<file path="src/rtl/vend_pkg.sv">
// Shared vending encodings: one-hot FSM states, drink codes and coin types.
// Latency: none (declarations only).
// Backpressure: not applicable.
package vend_pkg;

    typedef logic [4:0] state_t;

    localparam state_t ST_IDLE     = 5'b00001;
    localparam state_t ST_DRINK    = 5'b00010;
    localparam state_t ST_GAP      = 5'b00100;
    localparam state_t ST_COIN_REQ = 5'b01000;
    localparam state_t ST_DONE     = 5'b10000;

    localparam logic [1:0] DRK_NONE = 2'd0;
    localparam logic [1:0] DRK_5    = 2'd1;
    localparam logic [1:0] DRK_10   = 2'd2;

    localparam logic COIN5  = 1'b0;
    localparam logic COIN10 = 1'b1;

    // Code 3 is reserved and behaves like DRK_NONE.
    function automatic logic is_drink(input logic [1:0] sel);
        return (sel == DRK_5) || (sel == DRK_10);
    endfunction

    function automatic int max_int(input int a, input int b);
        return (a > b) ? a : b;
    endfunction

endpackage

</file>
<file path="src/rtl/vend_pulse_timer.sv">
// Loadable down-counter that saturates at zero and flags it.
// Latency: load takes effect next cycle; zero is combinational from the count.
// Backpressure: none; counts every cycle it is not being loaded.
module vend_pulse_timer #(
    parameter int W = 8
) (
    input  logic         clk,
    input  logic         rst_n,
    input  logic         load,
    input  logic [W-1:0] load_val,
    output logic         zero
);

    logic [W-1:0] cnt;

    always_ff @(posedge clk or negedge rst_n) begin
        if (!rst_n) begin
            cnt <= '0;
        end else if (load) begin
            cnt <= load_val;
        end else if (cnt != '0) begin
            cnt <= cnt - W'(1);
        end
    end

    assign zero = (cnt == '0);

endmodule

</file>
<file path="src/rtl/vend_dispense_ctrl.sv">
// Dispense controller: PULSE_W-cycle drink strobe, then tens-first coin payout over req/ack.
// Latency: req -> drink_out 1 cycle; drink-only req -> done after PULSE_W + 1 further cycles.
// Backpressure: COIN_REQ holds until coin_ack; req ignored while busy. VEND_DISPENSE_TIMEOUT_EN adds hopper timeout.
module vend_dispense_ctrl
    import vend_pkg::*;
#(
    parameter int CHG_W       = 3,
    parameter int PULSE_W     = 4,
    parameter int GAP_CYC     = 2,
    parameter int TIMEOUT_CYC = 255
) (
    input  logic             clk,
    input  logic             rst_n,
    input  logic             req,
    input  logic [1:0]       drink_sel,
    input  logic [CHG_W-1:0] change_amt,
    output logic             busy,
    output logic [1:0]       drink_out,
    output logic             coin_req,
    output logic             coin_type,
    input  logic             coin_ack,
    output logic             done,
    output logic             err
);

    localparam int N10_W   = CHG_W - 1;
    localparam int TMR_MAX = max_int(max_int(PULSE_W, GAP_CYC), TIMEOUT_CYC);
    localparam int TMR_W   = $clog2(TMR_MAX + 1);

    state_t            state_q;
    state_t            state_nx;
    logic [1:0]        sel_q;
    logic [N10_W-1:0]  n10_q;
    logic              n5_q;
    logic              accept;
    logic              coin_taken;
    logic              coins_left;
    logic              last_coin;
    logic              tmr_load;
    logic              tmr_zero;
    logic [TMR_W-1:0]  tmr_val;

    assign accept     = (state_q == ST_IDLE) && req;
    assign coin_taken = (state_q == ST_COIN_REQ) && coin_ack;
    assign coins_left = (n10_q != '0) || n5_q;
    // Valid only in COIN_REQ: true when the coin being paid is the final one.
    assign last_coin  = (n10_q != '0) ? ((n10_q == N10_W'(1)) && !n5_q) : 1'b1;

`ifdef VEND_DISPENSE_TIMEOUT_EN
    logic timed_out;
    logic err_q;

    assign timed_out = (state_q == ST_COIN_REQ) && !coin_ack && tmr_zero;

    always_ff @(posedge clk or negedge rst_n) begin
        if (!rst_n) begin
            err_q <= 1'b0;
        end else if (accept) begin
            err_q <= 1'b0;
        end else if (timed_out) begin
            err_q <= 1'b1;
        end
    end

    assign err = err_q;
`else
    assign err = 1'b0;
`endif

    always_ff @(posedge clk or negedge rst_n) begin
        if (!rst_n) begin
            state_q <= ST_IDLE;
        end else begin
            state_q <= state_nx;
        end
    end

    always_comb begin
        state_nx = state_q;
        case (state_q)
            ST_IDLE: begin
                if (req) begin
                    if (is_drink(drink_sel)) begin
                        state_nx = ST_DRINK;
                    end else if (change_amt != '0) begin
                        state_nx = ST_GAP;
                    end else begin
                        state_nx = ST_DONE;
                    end
                end
            end
            ST_DRINK: begin
                if (tmr_zero) begin
                    state_nx = coins_left ? ST_GAP : ST_DONE;
                end
            end
            ST_GAP: begin
                if (tmr_zero) begin
                    state_nx = ST_COIN_REQ;
                end
            end
            ST_COIN_REQ: begin
                if (coin_ack) begin
                    state_nx = last_coin ? ST_DONE : ST_GAP;
                end
`ifdef VEND_DISPENSE_TIMEOUT_EN
                else if (tmr_zero) begin
                    state_nx = ST_DONE;
                end
`endif
            end
            ST_DONE:  state_nx = ST_IDLE;
            default:  state_nx = ST_IDLE;
        endcase
    end

    always_comb begin
        busy      = 1'b0;
        drink_out = DRK_NONE;
        coin_req  = 1'b0;
        coin_type = COIN5;
        done      = 1'b0;
        case (state_q)
            ST_DRINK: begin
                busy      = 1'b1;
                drink_out = sel_q;
            end
            ST_GAP: begin
                busy = 1'b1;
            end
            ST_COIN_REQ: begin
                busy      = 1'b1;
                coin_req  = 1'b1;
                coin_type = (n10_q != '0) ? COIN10 : COIN5;
            end
            ST_DONE: begin
                done = 1'b1;
            end
            default: ;
        endcase
    end

    always_ff @(posedge clk or negedge rst_n) begin
        if (!rst_n) begin
            sel_q <= DRK_NONE;
            n10_q <= '0;
            n5_q  <= 1'b0;
        end else if (accept) begin
            sel_q <= drink_sel;
            n10_q <= change_amt[CHG_W-1:1];
            n5_q  <= change_amt[0];
        end else if (coin_taken) begin
            if (n10_q != '0) begin
                n10_q <= n10_q - N10_W'(1);
            end else begin
                n5_q <= 1'b0;
            end
        end
`ifdef VEND_DISPENSE_TIMEOUT_EN
        else if (timed_out) begin
            n10_q <= '0;
            n5_q  <= 1'b0;
        end
`endif
    end

    // One shared timer, reloaded on every state change with that state's dwell minus one.
    assign tmr_load = (state_nx != state_q);

    always_comb begin
        tmr_val = '0;
        case (state_nx)
            ST_DRINK:    tmr_val = TMR_W'(PULSE_W - 1);
            ST_GAP:      tmr_val = TMR_W'(GAP_CYC - 1);
`ifdef VEND_DISPENSE_TIMEOUT_EN
            ST_COIN_REQ: tmr_val = TMR_W'(TIMEOUT_CYC - 1);
`endif
            default:     tmr_val = '0;
        endcase
    end

    vend_pulse_timer #(
        .W (TMR_W)
    ) u_timer (
        .clk      (clk),
        .rst_n    (rst_n),
        .load     (tmr_load),
        .load_val (tmr_val),
        .zero     (tmr_zero)
    );

endmodule

</file>
<file path="config.mk">
export PLATFORM = sky130hd
export DESIGN_NAME = vend_dispense_ctrl
export DESIGN_NICKNAME = d
export VERILOG_FILES = /design/src/rtl/vend_pkg.sv /design/src/rtl/vend_pulse_timer.sv /design/src/rtl/vend_dispense_ctrl.sv
export SDC_FILE = /design/constraint.sdc
export NUM_CORES = 1
export LEC_CHECK = 0
export CAP_MARGIN = 20
export CORE_MARGIN = 2
export CORE_UTILIZATION = 53
export CTS_CLUSTER_DIAMETER = 60
export DETAILED_ROUTE_END_ITERATION = 10
export GPL_TIMING_DRIVEN = 0
export PLACE_DENSITY = 0.78
export SLEW_MARGIN = 20
export SYNTH_ARGS = -nofsm -noshare
export SYNTH_HDL_FRONTEND = slang
export SYNTH_SLANG_ARGS = --single-unit
</file>
<file path="constraint.sdc">
create_clock -name clk -period 2.5 [get_ports clk]
set_input_delay 0.5 -clock clk [delete_from_list [all_inputs] [get_ports clk]]
set_output_delay 0.5 -clock clk [all_outputs]
set_load 0.01 [all_outputs]
</file>
==> results of run 1 <==
repair_timing:
action,CTS,global route
pin swaps,0,2
hold buffers,0,0
setup endpoints to repair,3,5
gates resized for setup,3,2
buffers inserted,0,1
hold endpoints to repair,0,0
layout make-up:
class / instances / area (µm²)
buffer: 3 / 23.8
timing repair buffer: 15 / 148
sequential: 18 / 454
tap: 27 / 33.8
multi-input combinational: 91 / 644
fill: 161 / 632
inverter: 8 / 30.0
clock buffer: 4 / 36.3
registers in the layout, summed over array words and instances, names as in the netlist:
register     flops
u_timer.cnt      8
state_q          5
sel_q            2
n10_q            2
n5_q             1
Yosys cell counts, drive strengths merged (4+ instances only):
| cell type | count | share of area, % |
|---|---|---|
| nor2 | 18 | 5.9 |
| dfrtp | 17 | 37 |
| inv | 8 | 2.6 |
| o22ai | 5 | 2.7 |
| nand2 | 6 | 2.0 |
| xnor2 | 5 | 3.8 |
| or3 | 4 | 2.6 |
| nor3 | 6 | 3.6 |
| mux2 | 4 | 3.9 |
| a21oi | 5 | 2.2 |
path summary, 6_finish.rpt:
kind | start | endpoint | cells past startpoint
max reg2reg | u_timer.cnt[3] | u_timer.cnt[0] | 5
min reg2reg | sel_q[1] | sel_q[1] | 1
min | sel_q[1] | sel_q[1] | 1
max in group asynchronous | rst_n | state_q[1] | 1
max | state_q[2] | coin_type | 4
min in group asynchronous | rst_n | state_q[3] | 1
through the flow:
step	util [%]	setup slack, ns	hold slack (ns)
2_1_floorplan	-	0.505	0.204
3_3_place_gp	65.8	0.116	0.497
3_5_place_dp	65.8	0.124	0.487
4_1_cts	67.9	0.00155	0.510
5_1_grt	68.4	0.00693	0.519
6_report	68.4	0.0409	0.511
layout by cell type (no fill, tap or decap), types with 2 or more instances in the layout:
cell             instances
dfrtp_2                  2
clkdlybuf4s50_1         14
xor2_1                   3
mux2_2                   4
ha_1                     3
and2_1                   2
nand2_1                  5
xnor2_1                  5
a21oi_1                  5
nor2_1                  17
nor3_1                   5
inv_1                    8
dfrtp_1                 15
clkbuf_4                 3
mux2i_1                  3
or3_1                    3
nand2b_1                 2
nor2b_1                  3
nand3b_1                 2
nand3_1                  3
buf_4                    2
o22ai_1                  5
report_power, final:
part / switching, µW / internal, µW
combinational: 416 / 398
clock: 104 / 89.0
sequential: 99.9 / 395
total: 619 / 882
cells by family after synthesis:
| family | count (synthesis) | synth area share (%) |
|---|---|---|
| mux | 7 | 6.56 |
| xor+xnor | 8 | 6.13 |
| flops | 18 | 39.5 |
| other cells | 1 | 0.328 |
| compound gates | 19 | 12.7 |
| simple gates | 53 | 26.1 |
| buf+inv | 13 | 5.36 |
| fa+ha+maj | 3 | 3.28 |
critical path, delay by kind of cell (launching register included):
family,cells,cell delay (ns)
simple gates,3,0.59
flops,1,0.51
buf+inv,1,0.54
layer usage:
metal | wire, µm | up-vias | part of all wire, %
met5 | 0 | - | 0
met4 | 51 | 0 | 2.2
met3 | 125 | 7 | 5.3
met2 | 1090 | 37 | 46
met1 | 1080 | 459 | 46
li1 | - | 457 | -
==> results.sh, run 1 <==
export IMPL_synth_warnings=0
export IMPL_track_usage_pct=21.7
export IMPL_floorplan_rows=16
export IMPL_cpMaxStageDelayCell="clkdlybuf4s50_1"
export IMPL_ys_flop_type="dfrtp_1"
export IMPL_use_met2_pct=33.1
export IMPL_critPathMaxStageDelay_ns=0.54
export IMPL_cts_tree="done"
export IMPL_worst_r2r_setup_slack_ns=0.32
export IMPL_clock_skew_ns=0.0125
export IMPL_grt_pass1_wl_mm=4.14
export IMPL_status="complete, no violations"
export IMPL_h_tree_depth=1
export IMPL_dp_cells=163
export IMPL_drive_gt1_share_pct=16.5
export IMPL_finalNetCount=152
export IMPL_cts_sinks=18
export IMPL_busiest_layer="met2"
export IMPL_synthesis_nets=134
export IMPL_ys_ff_latch=18
export IMPL_slew_viol_final=0
export IMPL_synth_edff_count=0
export IMPL_globalplace_congestion=0.792
export IMPL_rsz0062_at_grt="no"
export IMPL_vias=960
export IMPL_end_kind="output pin"
export IMPL_drc=0
export IMPL_peakVddDrop_uv=601
export IMPL_final_setup_tns_ns=0
export IMPL_syn2layout_area_growth_pct=19.8
export IMPL_clk_pin_slew_ns=0.12
export IMPL_path_cells="nor4b_4 > nand2_2 > nor2_1 > clkdlybuf4s50_1"
export IMPL_worstPathArrival_ns=1.96
export IMPL_min_period_ns=2.46
export IMPL_fp_dieH_um=50.5
export IMPL_synth_avg_cell_area_um2=9.37
export IMPL_totalWireLength_mm=2.35
export IMPL_grt_antenna_before_repair=0
export IMPL_grt_overflow_total=0
export IMPL_antenna_cells=0
export IMPL_gr_usage_met1_pct=30.4
export IMPL_hold_viol=0
export IMPL_fin_crit_sh_pct=98.4
export IMPL_synthArstFlopShare_pct=100
export IMPL_drt_wirelength_per_cell_um=14.1
export IMPL_drtAntennaViolNets=0
export IMPL_cts_root_buf="clkbuf_4"
export IMPL_dieWidth_um=50.5
export IMPL_drtPass1Iterations=4
export IMPL_drt_iter0_markers=22
export IMPL_p_per_area_nw_per_um2=1100
export IMPL_grt_start_max_net_pins=19
export IMPL_grt_use_met3_pct=2.68
export IMPL_dieArea_um2=2550
export IMPL_postLayoutCellArea_um2=1370
export IMPL_clock_path_buffers=2
export IMPL_path_max_fanout=10
export IMPL_slew_headroom_pct=47.6
export IMPL_fin_cells=166
export IMPL_synth_area_um2=1140
export IMPL_grt_pass1_vias=927
export IMPL_p_total_uw=1500
export IMPL_cts_buffers=3
export IMPL_synth_cell_types=42
export IMPL_io_pins=16
export IMPL_worstSkewPairLatency_ns=0.31
export IMPL_crit_type="flip-flop to output pin"
export IMPL_maxCapViolations=0
export IMPL_setup_viol=0
export IMPL_p_leak_uw=0.000598
export IMPL_clock_fmax_mhz=407
export IMPL_worst_pin_slew_ns=0.784
export IMPL_cp_required_ns=2.00
export IMPL_coreArea_um2=2000
export IMPL_via_per_inst=5.78
export IMPL_dpl_instance_area_um2=1320
export IMPL_min_path_type="flip-flop to flip-flop"
export IMPL_yosysSeqAreaShare_pct=39.5
export IMPL_startpoint_type="flip-flop"
export IMPL_syn_inst=122
export IMPL_start_util_pct=57.1
export IMPL_port_buffers=14
export IMPL_dp_hpwl_mm=1.69
Note: power is estimated with default switching activity, not from simulation.
==> run 2, diff against run 1 <==
--- a/config.mk
+++ b/config.mk
@@ -8,11 +8,12 @@
 export CAP_MARGIN = 20
 export CORE_MARGIN = 2
 export CORE_UTILIZATION = 53
+export CTS_BUF_LIST = sky130_fd_sc_hd__clkbuf_16
 export CTS_CLUSTER_DIAMETER = 60
 export DETAILED_ROUTE_END_ITERATION = 10
 export GPL_TIMING_DRIVEN = 0
 export PLACE_DENSITY = 0.78
-export SLEW_MARGIN = 20
+export SKIP_LAST_GASP = 1
 export SYNTH_ARGS = -nofsm -noshare
 export SYNTH_HDL_FRONTEND = slang
 export SYNTH_SLANG_ARGS = --single-unit
==> results.sh, run 2 (same netlist as run 1, synthesis figures left out) <==
export IMPL_cts_sinks=18
export IMPL_io_pins=16
export IMPL_grt_start_max_net_pins=19
export IMPL_peakVddDrop_uv=840
export IMPL_hold_viol=0
export IMPL_status="complete, no violations"
export IMPL_syn2layout_area_growth_pct=23.5
export IMPL_fp_dieH_um=50.5
export IMPL_largest_reg_flops=8
export IMPL_clock_fmax_mhz=412
export IMPL_floorplan_rows=16
export IMPL_drive_gt1_share_pct=15.8
export IMPL_port_buffers=14
export IMPL_fin_crit_sh_pct=97.2
export IMPL_cts_root_buf="clkbuf_16"
export IMPL_min_path_type="flip-flop to flip-flop"
export IMPL_cpMaxStageDelayCell="clkdlybuf4s50_1"
export IMPL_final_setup_tns_ns=0
export IMPL_totalWireLength_mm=2.34
export IMPL_worstSkewPairLatency_ns=0.25
export IMPL_drt_iter0_markers=26
export IMPL_startpoint_type="flip-flop"
export IMPL_p_per_area_nw_per_um2=1160
export IMPL_path_cells="nor4b_4 > nand2_2 > nor2_1 > clkdlybuf4s50_1"
export IMPL_regMostFlops="u_timer.cnt"
export IMPL_drtAntennaViolNets=0
export IMPL_clock_skew_ns=0.000874
export IMPL_cts_buffers=3
export IMPL_drc=0
export IMPL_antenna_cells=0
export IMPL_grt_pass1_wl_mm=4.20
export IMPL_dieArea_um2=2550
export IMPL_worstHoldStart="sel_q[1]"
export IMPL_crit_type="flip-flop to output pin"
export IMPL_track_usage_pct=22.1
export IMPL_cp_buffers_inverters=1
export IMPL_grt_antenna_before_repair=0
export IMPL_routed_top_layer="met4"
export IMPL_slew_headroom_pct=46.8
export IMPL_wl_met1_mm=1.07
export IMPL_grt_overflow_total=0
export IMPL_end_kind="output pin"
export IMPL_grt_pass1_vias=922
export IMPL_critPathMaxStageDelay_ns=0.54
export IMPL_maxCapViolations=0
export IMPL_dieWidth_um=50.5
export IMPL_whs_ns=0.498
export IMPL_vias=955
export IMPL_top_regs="u_timer.cnt x8, state_q x5"
export IMPL_dr_wl_met2_mm=1.07
export IMPL_setup_viol=0
export IMPL_crit_family="simple AND/OR/NAND/NOR gates"
export IMPL_drt_wirelength_per_cell_um=14.1
export IMPL_cp_required_ns=2.00
export IMPL_coreArea_um2=2000
export IMPL_globalplace_congestion=0.792
export IMPL_h_tree_depth=1
export IMPL_cts_tree="done"
export IMPL_cts_hold_buf=0
export IMPL_worstPathArrival_ns=1.93
export IMPL_slew_viol_final=0
export IMPL_p_leak_uw=0.000616
export IMPL_via_per_inst=5.75
export IMPL_worst_pin_slew_ns=0.796
export IMPL_layout_common_cells="17 x nor2_1, 15 x dfrtp_1, 14 x clkdlybuf4s50_1, 8 x inv_1"
export IMPL_rsz0062_at_grt="no"
export IMPL_path_max_fanout=10
export IMPL_clock_path_buffers=2
export IMPL_wl_met3_um=147
export IMPL_reg2reg_from="u_timer.cnt[3]"
export IMPL_drtPass1Iterations=4
export IMPL_finalNetCount=152
export IMPL_min_period_ns=2.43
export IMPL_clk_pin_slew_ns=0.05
export IMPL_dp_hpwl_mm=1.69
export IMPL_layout_commonest_cell="nor2_1"
export IMPL_start_util_pct=57.1
export IMPL_cp_startpoint="state_q[2]"
export IMPL_fillers=157
==> run 2: cell count changes in the layout (fill, tap and decap cells not counted), sizes merged <==
cell / previous run / this run
clkinv: 0 / 1
clkbuf: 4 / 3
==> run 2: path summary, 6_finish.rpt <==
path	end	slack (ns)	depth (start not counted)
setup / recovery	coin_type	0.07	4
hold / removal	sel_q[1]	0.50	1
setup reg to reg	u_timer.cnt[0]	0.29	5
hold reg to reg	sel_q[1]	0.50	1
max in group asynchronous	state_q[1]	1.24	1
min in group asynchronous	state_q[3]	0.72	1
==> run 2: power by group <==
part | internal, µW | switching, µW
sequential | 397 | 99.6
clock | 213 | 111
combinational | 398 | 418
total | 1010 | 628
==> run 2: per-stage QoR <==
step                utilization (%)  worst slack [ns]  total power [µW]  area [µm²]  cells
finish                         70.6            0.0709              1640        1410    166
global placement               65.8             0.116              1280        1320    163
global route                   70.6           0.00937              1780        1410    166
CTS                            70.1            0.0270              1640        1400    166
detailed placement             65.8             0.124              1300        1320    163
floorplan                         -             0.505              1120        1140    122
==> run 2: final cells by class <==
| class | instances | area (µm²) | share of cell area [%] |
|---|---|---|---|
| multi-input cells | 91 | 644 | 45.6 |
| flip-flops and latches | 18 | 454 | 32.2 |
| repair buffers | 15 | 148 | 10.5 |
| clock buffers | 3 | 75.1 | 5.31 |
| well taps | 27 | 33.8 | 2.39 |
| inverters | 8 | 30.0 | 2.13 |
| plain buffers | 3 | 23.8 | 1.68 |
| clock inverters | 1 | 3.75 | 0.266 |
==> run 2: worst reg2reg max path: stages, from the launching register on <==
cell	delay [ns]
dfrtp_1	0.43
or4_4	0.60
or3_4	0.42
o32ai_1	0.37
or3_1	0.19
o22ai_1	0.08
==> run 2: routing by layer <==
layer  global-route usage, %  vias to the layer above
met1                    31.6                      444
met5                       0                        -
li1                        -                      462
met2                    32.5                       42
met3                    4.46                        7
met4                    9.46                        0
==> run 2: repair_timing <==
item	in CTS	in global routing
resized for setup	2	3
pin swaps	0	1
endpoints found under the setup margin	3	4
buffers inserted	0	1
